File: src/rtl/pipeline_hazard_ctrl.sv
// -----------------------------------------------------------------------------
// pipeline_hazard_ctrl
//
// Central stall/flush sequencer for the 5-stage core. Drives the PC enable and
// the enable/flush controls of the IF/ID, ID/EX, EX/MEM and MEM/WB latches.
// It resolves load-use hazards, EX-stage redirects (taken branch or jump) and
// multi-cycle data-memory accesses. A watchdog parks the core in ERROR when a
// memory access stalls for too long.
//
// Ports:
//   clk_i, rst_ni        clock, asynchronous active-low reset
//   id_rs1_i/id_rs2_i    source registers of the ID instruction
//   id_uses_rs1/2_i      ID instruction actually reads rs1/rs2
//   ex_rd_i              destination of the EX instruction
//   ex_memread_i         EX instruction is a load
//   ex_branch_taken_i    taken branch resolved in EX
//   ex_jump_i            jump resolved in EX
//   mem_req_i/mem_ack_i  data-memory request / completion
//   pc_en_o .. mem_wb_flush_o  pipeline latch controls (Mealy, same cycle)
//   mem_timeout_o        sticky timeout flag (set while in ERROR)
//   stall_cnt_o          saturating count of cycles with pc_en_o = 0
//   state_o              0 RUN, 1 MEM_WAIT, 2 ERROR
// -----------------------------------------------------------------------------
module pipeline_hazard_ctrl #(
    parameter int unsigned WAIT_MAX = 15,
    parameter int unsigned CNT_W    = 16
) (
    input  logic             clk_i,
    input  logic             rst_ni,
    input  logic [4:0]       id_rs1_i,
    input  logic [4:0]       id_rs2_i,
    input  logic             id_uses_rs1_i,
    input  logic             id_uses_rs2_i,
    input  logic [4:0]       ex_rd_i,
    input  logic             ex_memread_i,
    input  logic             ex_branch_taken_i,
    input  logic             ex_jump_i,
    input  logic             mem_req_i,
    input  logic             mem_ack_i,
    output logic             pc_en_o,
    output logic             if_id_en_o,
    output logic             if_id_flush_o,
    output logic             id_ex_en_o,
    output logic             id_ex_flush_o,
    output logic             ex_mem_en_o,
    output logic             mem_wb_flush_o,
    output logic             mem_timeout_o,
    output logic [CNT_W-1:0] stall_cnt_o,
    output logic [1:0]       state_o
);

    localparam int unsigned WCW = $clog2(WAIT_MAX + 1);

    typedef enum logic [1:0] {
        ST_RUN      = 2'd0,
        ST_MEM_WAIT = 2'd1,
        ST_ERROR    = 2'd2
    } state_e;

    state_e           state_q, state_d;
    logic [WCW-1:0]   wait_cnt_q, wait_cnt_d;
    logic [CNT_W-1:0] stall_cnt_q, stall_cnt_d;

    logic memstall, redirect, loaduse;
    logic resolve;  // redirect/load-use decode applies this cycle

    assign memstall = mem_req_i & ~mem_ack_i;
    assign redirect = ex_branch_taken_i | ex_jump_i;
    assign loaduse  = ex_memread_i & (ex_rd_i != 5'd0) &
                      ((id_uses_rs1_i & (id_rs1_i == ex_rd_i)) |
                       (id_uses_rs2_i & (id_rs2_i == ex_rd_i)));

    // NOTE: every signal driven here gets a default first, so no path can
    // leave one unassigned and infer a latch.
    always_comb begin
        pc_en_o        = 1'b1;
        if_id_en_o     = 1'b1;
        if_id_flush_o  = 1'b0;
        id_ex_en_o     = 1'b1;
        id_ex_flush_o  = 1'b0;
        ex_mem_en_o    = 1'b1;
        mem_wb_flush_o = 1'b0;
        resolve        = 1'b0;
        state_d        = state_q;
        wait_cnt_d     = wait_cnt_q;

        unique case (state_q)
            ST_RUN: begin
                if (memstall) begin
                    state_d    = ST_MEM_WAIT;
                    wait_cnt_d = WCW'(1);
                end else begin
                    resolve = 1'b1;
                end
            end
            ST_MEM_WAIT: begin
                if (!mem_ack_i) begin
                    if (wait_cnt_q == WCW'(WAIT_MAX)) begin
                        state_d = ST_ERROR;
                    end else begin
                        wait_cnt_d = wait_cnt_q + WCW'(1);
                    end
                end else begin
                    // Release cycle: the request is done, so apply whatever
                    // redirect/load-use was held upstream during the freeze.
                    state_d    = ST_RUN;
                    wait_cnt_d = '0;
                    resolve    = 1'b1;
                end
            end
            ST_ERROR: begin
                pc_en_o     = 1'b0;
                if_id_en_o  = 1'b0;
                id_ex_en_o  = 1'b0;
                ex_mem_en_o = 1'b0;
            end
            default: state_d = ST_RUN;
        endcase

        // Freeze everything upstream of MEM and bubble into WB while the
        // memory access is outstanding.
        if ((state_q == ST_RUN && memstall) ||
            (state_q == ST_MEM_WAIT && !mem_ack_i)) begin
            pc_en_o        = 1'b0;
            if_id_en_o     = 1'b0;
            id_ex_en_o     = 1'b0;
            ex_mem_en_o    = 1'b0;
            mem_wb_flush_o = 1'b1;
        end

        if (resolve) begin
            if (redirect) begin
                // The ID instruction is squashed, so a load-use on it is moot.
                if_id_flush_o = 1'b1;
                id_ex_flush_o = 1'b1;
            end else if (loaduse) begin
                pc_en_o       = 1'b0;
                if_id_en_o    = 1'b0;
                id_ex_flush_o = 1'b1;
            end
        end

        stall_cnt_d = stall_cnt_q;
        if (!pc_en_o && (stall_cnt_q != '1)) begin
            stall_cnt_d = stall_cnt_q + CNT_W'(1);
        end
    end

    // NOTE: sequential state uses non-blocking assignments so all flops
    // sample their next value from the same pre-edge snapshot.
    always_ff @(posedge clk_i or negedge rst_ni) begin
        if (!rst_ni) begin
            state_q     <= ST_RUN;
            wait_cnt_q  <= '0;
            stall_cnt_q <= '0;
        end else begin
            state_q     <= state_d;
            wait_cnt_q  <= wait_cnt_d;
            stall_cnt_q <= stall_cnt_d;
        end
    end

    assign mem_timeout_o = (state_q == ST_ERROR);
    assign stall_cnt_o   = stall_cnt_q;
    assign state_o       = state_q;

endmodule

File: config.mk
export PLATFORM = sky130hd
export DESIGN_NAME = pipeline_hazard_ctrl
export DESIGN_NICKNAME = d
export VERILOG_FILES = /design/src/rtl/pipeline_hazard_ctrl.sv
export SDC_FILE = /design/constraint.sdc
export NUM_CORES = 1
export LEC_CHECK = 0
export BUFFER_PORTS_ARGS = -buffer_cell sky130_fd_sc_hd__buf_2
export CAP_MARGIN = 30
export CORE_UTILIZATION = 43
export DETAILED_ROUTE_END_ITERATION = 10
export GPL_TIMING_DRIVEN = 1
export PLACE_DENSITY = 0.72
export SKIP_LAST_GASP = 1
export SYNTH_ARGS = -nofsm -noshare
export SYNTH_HDL_FRONTEND = slang
export SYNTH_SLANG_ARGS = --single-unit
File: constraint.sdc
create_clock -name clk_i -period 1.65 [get_ports clk_i]
set_input_delay 0 -clock clk_i [delete_from_list [all_inputs] [get_ports clk_i]]
set_output_delay 0 -clock clk_i [all_outputs]
set_load 0.01 [all_outputs]
# == Word level (Yosys, flattened, before mapping) ==
# Cells that the tools add are included.
# totals
regBits,22
mem_bits_rw,0
latchBits,0
n_memories,0
output_inout_bits,26
romBits,0
wordCells,56
input_bits,24
# classes
shift,0
n_eq_ne,9
mux,22
n_div,0
n_addsub,2
reduce_logical,11
n_mul,0
n_bitwise,9
n_lt_le_gt_ge,0
# op_table
op,n
adder 16 x 1 -> 16 bit (second input constant),1
inequality test 16 bit (second input constant),1
2-to-1 mux 1 bit,13
2-to-1 mux 4 bit,3
equality test 5 bit,2
one-hot mux 4 bit (2 select lines),1
2-to-1 mux 2 bit,3
inequality test 3 bit (second input constant),2
one-hot mux 2 bit (3 select lines),1
AND reduction 3 bit,2
AND 1 bit,5
nonzero test 5 bit,1
adder 4 x 1 -> 4 bit (second input constant),1
equality test 4 bit (second input constant),1
logical AND 1 bit,3
equality test 2 x 1 -> 1 bit (second input constant),1
equality test 2 bit (second input constant),1
logical NOT 1 bit,2
logical NOT 2 bit,1
inequality test 2 bit (second input constant),1
inverter 1 bit,2
bitwise OR 1 bit,2
one-hot mux 1 bit (2 select lines),1
nonzero test 2 bit,1
logical OR 1 bit,1

# == Longest topological paths before layout ==
# Gate-level depths: netlist of run 1.
# logic_depth
word_depth,10
ltp_mapped,8
mapped_depth_nobuf,7

# == Worst setup path before layout of run 1 ==
# Ideal clock, no wire load.
# synth_timing
kind,reg2reg
start,register state_q[0] (netlist: state_o[0])
end,register stall_cnt_q[1] (netlist: stall_cnt_o[1])
slack_ps,-324
path_buffers,0
required_ps,1525
path_stages_with_launch,7
setup_ps,125
arrival_time_ps,1849
synth_period_minus_slack_ps,1974
path_cell_list,dfrtp_1 -> nor2_1 -> o21bai_1 -> nor3_1 -> a32oi_1 -> o21bai_4 -> mux2_2
# synth_via
elab_chain_cells,9
elab_cells_between_ends,14
cone_classes,eq/ne: 2; mux: 6; reduce/logical: 6
# synth_lines
item,line,source
"start, declared",60,"state_e state_q, state_d;"
"start signal, assigned",157,state_q <= state_d;
equality test 2 x 1 -> 1 bit / logical NOT 2 bit (equally long branches),"87, 123, 122",
logical AND 1 bit (on tied branches),"123, 122",
logical OR 1 bit,122,if ((state_q == ST_RUN && memstall) ||
2-to-1 mux 1 bit (3 in a row),-,
2-to-1 mux 1 bit *,-,
named net if_id_en_o,41,"output logic if_id_en_o,"
logical NOT 1 bit *,144,if (!pc_en_o && (stall_cnt_q != '1)) begin
logical AND 1 bit *,144,
"end signal, assigned",159,stall_cnt_q <= stall_cnt_d;
"end, declared",62,"logic [CNT_W-1:0] stall_cnt_q, stall_cnt_d;"
# Mark *: on every way through the listed nets, which the timed path passes. The rest lies on a longest branch.
# A chain may end at the register's enable or synchronous reset.

# == Final worst setup path of run 1 ==
# layout_timing
start,register state_q[0] (netlist: state_o[0])
end,register stall_cnt_q[12] (netlist: stall_cnt_o[12])
# layout_via
elab_chain_cells,9
elab_cells_between_ends,14
cone_classes,eq/ne: 2; mux: 6; reduce/logical: 6
# layout_lines
item,line,source
equality test 2 x 1 -> 1 bit / logical NOT 2 bit (equally long branches),"87, 123, 122",
logical AND 1 bit (on tied branches),"123, 122",
logical OR 1 bit,122,
2-to-1 mux 1 bit,122,
2-to-1 mux 1 bit,136,end else if (loaduse) begin
2-to-1 mux 1 bit,132,if (redirect) begin
2-to-1 mux 1 bit *,131,if (resolve) begin
logical NOT 1 bit *,144,
logical AND 1 bit *,144,
# Every way passes the cells marked *; elsewhere a longest branch is shown, timed or not.

==> results of run 1 <==
## through the flow
step                util, %  cell area (um^2)  power (mW)
floorplan                 -              1290        1.12
global placement       63.4              1750        1.44
detailed placement     63.4              1750        1.46
CTS                    68.2              1880        1.91
global route           71.3              1970        2.08
finish                 71.3              1970        1.95
## sequential cells by signal, summed over array words and instances (netlist names)
| register | cells |
|---|---|
| wait_cnt_q | 4 |
| stall_cnt_o | 16 |
| state_o | 2 |
## cell families after synthesis
family / after synthesis / synth area share, %
compound gates: 14 / 8.21
xor+xnor: 26 / 18.2
fa+ha+maj: 2 / 2.00
buf+inv: 9 / 4.20
flops: 22 / 44.0
mux: 1 / 0.901
simple gates: 57 / 22.4
## power by group through the flow
stage                     sequential (mW)  combinational [mW]  clock [mW]
after detailed placement            0.756               0.700           0
after global placement              0.756               0.681           0
after CTS                           0.750               0.727       0.435
after global routing                0.766               0.863       0.447
final                               0.750               0.772       0.429
after floorplan                     0.817               0.305           0
## worst paths after layout
check                                            from                          end  cells past startpoint
min reg2reg                stall_cnt_o[5]$_DFFE_PN0P_   stall_cnt_o[5]$_DFFE_PN0P_                      1
max reg2reg                    state_o[0]$_DFFE_PN0P_  stall_cnt_o[12]$_DFFE_PN0P_                      8
min                                            rst_ni  stall_cnt_o[10]$_DFFE_PN0P_                      2
max in group asynchronous                      rst_ni       state_o[1]$_DFFE_PN0P_                      2
min in group clk_i                          mem_req_i    wait_cnt_q[1]$_DFFE_PN0P_                      5
max                            state_o[0]$_DFFE_PN0P_  stall_cnt_o[12]$_DFFE_PN0P_                      8
## layout make-up
type                    count  area share (%)
inverters                   6            1.15
flip-flops and latches     22            28.1
multi-input cells         101            40.2
clock buffers               3            1.15
clock inverters             1            1.53
repair buffers             83            25.9
well taps                  31            1.97
## metal layers
metal | part of all wire (%) | GRT usage (%)
met5 | 0 | 0
met4 | 1.0 | 7.32
met3 | 3.3 | 3.95
met2 | 53 | 39.6
met1 | 43 | 26.2
## placed cells by master (no fill, tap or decap), types with 3 or more instances in the layout
master,Yosys,routed
buf_4,2,31
nand3_1,7,6
xor2_1,12,12
clkbuf_4,0,3
dfrtp_1,22,20
buf_2,0,49
nor3_2,1,6
nor3_4,0,3
nand2_1,13,12
xnor2_1,14,14
inv_1,6,6
nand4_1,4,4
a21oi_1,5,3
nor2_1,12,9
## timing repair
item,4_1_cts,5_1_grt
hold buffers,2,0
setup endpoints to repair,18,21
pin swaps,5,6
endpoints found under the hold margin,24,0
gates cloned,1,0
resized for setup,7,14
buffers inserted,2,3
==> results.tsv, run 1 <==
metric	value	unit
DIE WIDTH	55.9	um
Max-Cap Viols	0	
clock latency on the worst-skew pair	0.32	ns
internal power	1.28	mW
Mapped Cells	131	
Fill cells	212	
area leader, netlist	dfrtp_1	
Sw Ratio	34.3	%
part of the power in combinational logic	39.5	%
pre-CTS setup slack	-0.195	ns
number of vias per cell	5.06	
Port Buffers	49	
Worst Setup Slack, final	-0.132	ns
number of enable flip-flop cells after synthesis	0	
WL/cell	13.5	um
vias in the first global route	1252	
Non-Filler Instances	247	
WP data arrival	1.99	ns
syn_area_per_cell	9.54	um^2
Slew Viols, Final	0	
CTS buffer count	3	
Starting DRT DRC Count	29	
gr usage total	21.9	%
Synth top area share	44.0	%
failing checks	negative setup slack	
post-route clock period utilization	108	%
outcome	finished with violations	
Root Driver	clkbuf_4	
static leakage	1.01	nW
RSZ-0062 raised after global routing	true	
achievable clock frequency	561	MHz
first-pass GRT wire length	5410	um
final setup fails	17	
nets@finish	243	
cell seen most often among critical-path stages	buf_4	
largest net degree at the start of global routing	23	
die area	3130	um^2
# clock sinks	22	
ANT nets after route	0	
Residual DRC	0	
core area	2760	um^2
CP endpoint kind	flip-flop	
Worst-Margin Slew	0.495	ns
top cells by area, synth	dfrtp_1, xnor2_1, xor2_1, nor3_1, nand2_1	
Ports	50	
Cell Chain, Critical Path	nor2_4 -> o21bai_2 -> buf_4 -> a32oi_2 -> o21bai_4 -> buf_4 -> nor3_2 -> xor2_1	
WP buf/inv	2	
Ys Warns	0	
most common library cells after synthesis	dfrtp_1, xnor2_1, nand2_1	
Synth Cell Area	1250	um^2
Clock power frac	22.0	%
initial antenna violation count	0	
most numerous cell in the Yosys netlist	dfrtp_1	
max incr delay on CP	0.45	ns
sequential power share	38.5	%
fraction of layout instances using a drive strength above 1	52.3	%
Final min period	1.78	ns
HP Class	input port to async pin	
FFs w/ async S/R, synth	100	%
Die Span Y	55.9	um
area of the multi-input gates	791	um^2
DP HPWL	2410	um
Critical Path Slowest Stage Cell	dfrtp_2	
sw power	669	uW
Synth-to-Final Area Change	57.4	%
TNS Setup	-1.13	ns
final hold vios	0	
PwrDens	992	nW/um^2
CP startpoint kind	flip-flop	
Bufs on Longest Clock Path	2	
Fin Clk Skew	0.00325	ns
crit-path max FO	6	
CTS tree	yes	
Slew HR	67.0	%
Final Routed Wirelength	3340	um
r2r setup slk	-0.13	ns
Placement Rows	19	
Placed Instances	235	
hold_ws	0.157	ns
worst-case vdd ir drop	0.000829	V
clk slew on worst S/H paths	0.14	ns
Register Area	553	um^2
H-tree lvl count	1	
#FFs+latches synth	22	
WS Path Type	flip-flop to flip-flop	
worst path required time	1.86	ns
total gr overflow	0	
Synth cell types	33	
syn_nets	157	
n_diodes	0	
Final GP Congestion	0.789	
sequential-to-total area share from yosys stat	44.0	%
crit-path leading delay family	compound AO/OA/AOI/OAI gates	
via count	1251	
DRT Pass-1 Iters	4	
Initial Util	45.3	%
commonest register cell after synthesis	dfrtp_1	
Note: power is estimated with default switching activity, not from simulation.
==> run 2: changes to the inputs <==
BUFFER_PORTS_ARGS = default   (was -buffer_cell sky130_fd_sc_hd__buf_2)
CORE_UTILIZATION = 52   (was 43)
DONT_BUFFER_PORTS = 1   (was default)
PLACE_DENSITY = 0.67   (was 0.72)
==> run 2 against run 1 <==
The run still ends with negative setup slack left. Clock power shrank 45%. Wire length shrank 7.3%. Clock-buffer cell count is the same. Largest cell class unchanged.
==> results.tsv, run 2 (synthesis gave the netlist of run 1 again) <==
metric	value	unit	change
outcome	finished with violations		
failing checks	negative setup slack		
Synth-to-Final Area Change	48.7	%	
nets@finish	206		-15%
Residual DRC	0		unchanged
Critical Path Source	state_o[0]$_DFFE_PN0P_		
Fin Clk Skew	0.00260	ns	-0.000653 ns
PwrDens	982	nW/um^2	-1.0%
RSZ-0062 raised after global routing	true		
H-tree lvl count	1		unchanged
Non-Filler Instances	206		-17%
n_diodes	0		unchanged
TNS Setup	-1.03	ns	+0.0951 ns
clock latency on the worst-skew pair	0.29	ns	-0.03 ns
Initial Util	56.0	%	+11 points
core area	2230	um^2	-19%
via count	1143		-8.6%
sw power	656	uW	-1.9%
achievable clock frequency	568	MHz	+1.1%
number of vias per cell	5.55		+9.6%
Placement Rows	17		-2
vias in the first global route	1052		-16%
Root Driver	clkbuf_4		
crit-path max FO	7		+1
die area	2600	um^2	-17%
initial antenna violation count	0		unchanged
WS Path Type	flip-flop to flip-flop		
CP endpoint kind	flip-flop		
part of the power in combinational logic	45.7	%	+6.2 points
DIE WIDTH	51.0	um	-8.7%
fraction of layout instances using a drive strength above 1	46.1	%	-6.2 points
largest net degree at the start of global routing	23		unchanged
# clock sinks	22		unchanged
first-pass GRT wire length	4390	um	-19%
Critical Path Slowest Stage Cell	dfrtp_2		
Starting DRT DRC Count	11		-62%
HP Class	input port to flip-flop		
final hold vios	0		unchanged
Ports	50		unchanged
most common cell after layout, fill and taps aside	buf_4		
DP HPWL	1950	um	-19%
total gr overflow	0		unchanged
Final min period	1.76	ns	-0.0202 ns
Worst-Margin Slew	0.356	ns	-0.140 ns
WP data arrival	1.99	ns	about the same
static leakage	0.878	nW	-13%
Clock power frac	12.8	%	-9.2 points
Final Routed Wirelength	3100	um	-7.3%
CP startpoint kind	flip-flop		
worst path required time	1.88	ns	+0.02 ns
max FFs per register	16		unchanged
r2r setup slk	-0.11	ns	+0.02 ns
gr usage total	22.7	%	+0.76 points
Bufs on Longest Clock Path	2		unchanged
worst reg2reg startpoint	state_o[0]$_DFFE_PN0P_		
Sw Ratio	35.9	%	+1.6 points
Slew HR	76.2	%	+9.2 points
Worst Setup Slack, final	-0.111	ns	+0.0202 ns
Die Span Y	51.0	um	-8.7%
worst-case vdd ir drop	0.000894	V	+7.8%
most frequent cells in the layout	buf_4, dfrtp_1, xnor2_1		
hold_ws	0.0262	ns	-0.131 ns
hold path start	mem_ack_i		
clk slew on worst S/H paths	0.11	ns	-0.03 ns
total power	1.83	mW	-6.4%
max incr delay on CP	0.45	ns	about the same
DRT Pass-1 Iters	4		unchanged
internal power	1.17	mW	-8.8%
WL/cell	15.0	um	+11%
ANT nets after route	0		unchanged
Port Buffers	0		-100%
CTS buffer count	3		unchanged
Placed Instances	190		-19%
final setup fails	14		-3
Cell Chain, Critical Path	nor2_4 -> o21bai_2 -> nor3_2 -> a32oi_2 -> o21bai_4 -> buf_4 -> nor3_4 -> xor2_1		
post-route clock period utilization	107	%	-1.2 points
sequential power share	41.5	%	+3.0 points
Max-Cap Viols	0		unchanged
Slew Viols, Final	0		unchanged
CTS tree	yes		
Final GP Congestion	0.736		-6.7%
-- run 2: power by group through the flow --
| stage | registers [mW] | clock network (mW) | logic, mW |
|---|---|---|---|
| global placement | 0.746 | 0 | 0.631 |
| floorplan | 0.817 | 0 | 0.305 |
| finish | 0.758 | 0.234 | 0.834 |
| global route | 0.767 | 0.260 | 0.910 |
| CTS | 0.752 | 0.246 | 0.732 |
| detailed placement | 0.752 | 0 | 0.650 |
-- run 2: final timing paths --
kind                                               end  cells after the start
setup / recovery            stall_cnt_o[5]$_DFFE_PN0P_                      8
hold / removal               wait_cnt_q[3]$_DFFE_PN0P_                      4
hold reg to reg              wait_cnt_q[1]$_DFFE_PN0P_                      2
min in group asynchronous  stall_cnt_o[10]$_DFFE_PN0P_                      2
max in group asynchronous       state_o[0]$_DFFE_PN0P_                      3
setup reg to reg            stall_cnt_o[5]$_DFFE_PN0P_                      8
-- run 2: metrics by stage --
stage | util (%) | cell area (um^2) | worst slack, ns
2_1_floorplan | - | 1290 | -0.0955
3_3_place_gp | 69.5 | 1550 | -0.0777
3_5_place_dp | 69.5 | 1550 | -0.0956
4_1_cts | 76.6 | 1710 | -0.0962
5_1_grt | 83.2 | 1860 | -0.205
6_report | 83.2 | 1860 | -0.111
-- run 2: what timing repair did --
action,4_1_cts,5_1_grt
hold endpoints to repair,26,2
pin swaps,7,9
gates resized for setup,17,21
cloned,1,0
hold buffers,2,1
setup buffers,3,5
endpoints found under the setup margin,14,20
-- run 2: final cells by class --
cell class	count	area, um^2
multi-input combinational	101	843
sequential	22	553
timing repair buffer	46	383
fill	138	374
tap	28	35.0
clock buffer	3	22.5
inverter	6	22.5
-- run 2: worst max-delay path: cells and delay by family (launching register included) --
family,cells,cell delay [ns]
xor+xnor,1,0.16
compound gates,3,0.51
flops,1,0.45
simple gates,3,0.42
buf+inv,1,0.17
-- run 2: layer usage --
metal	track usage [%]	vias up	routed length, um
met4	7.41	0	21
li1	-	546	-
met2	43.0	35	1630
met5	0	-	0
met3	4.17	2	161
met1	25.0	560	1280
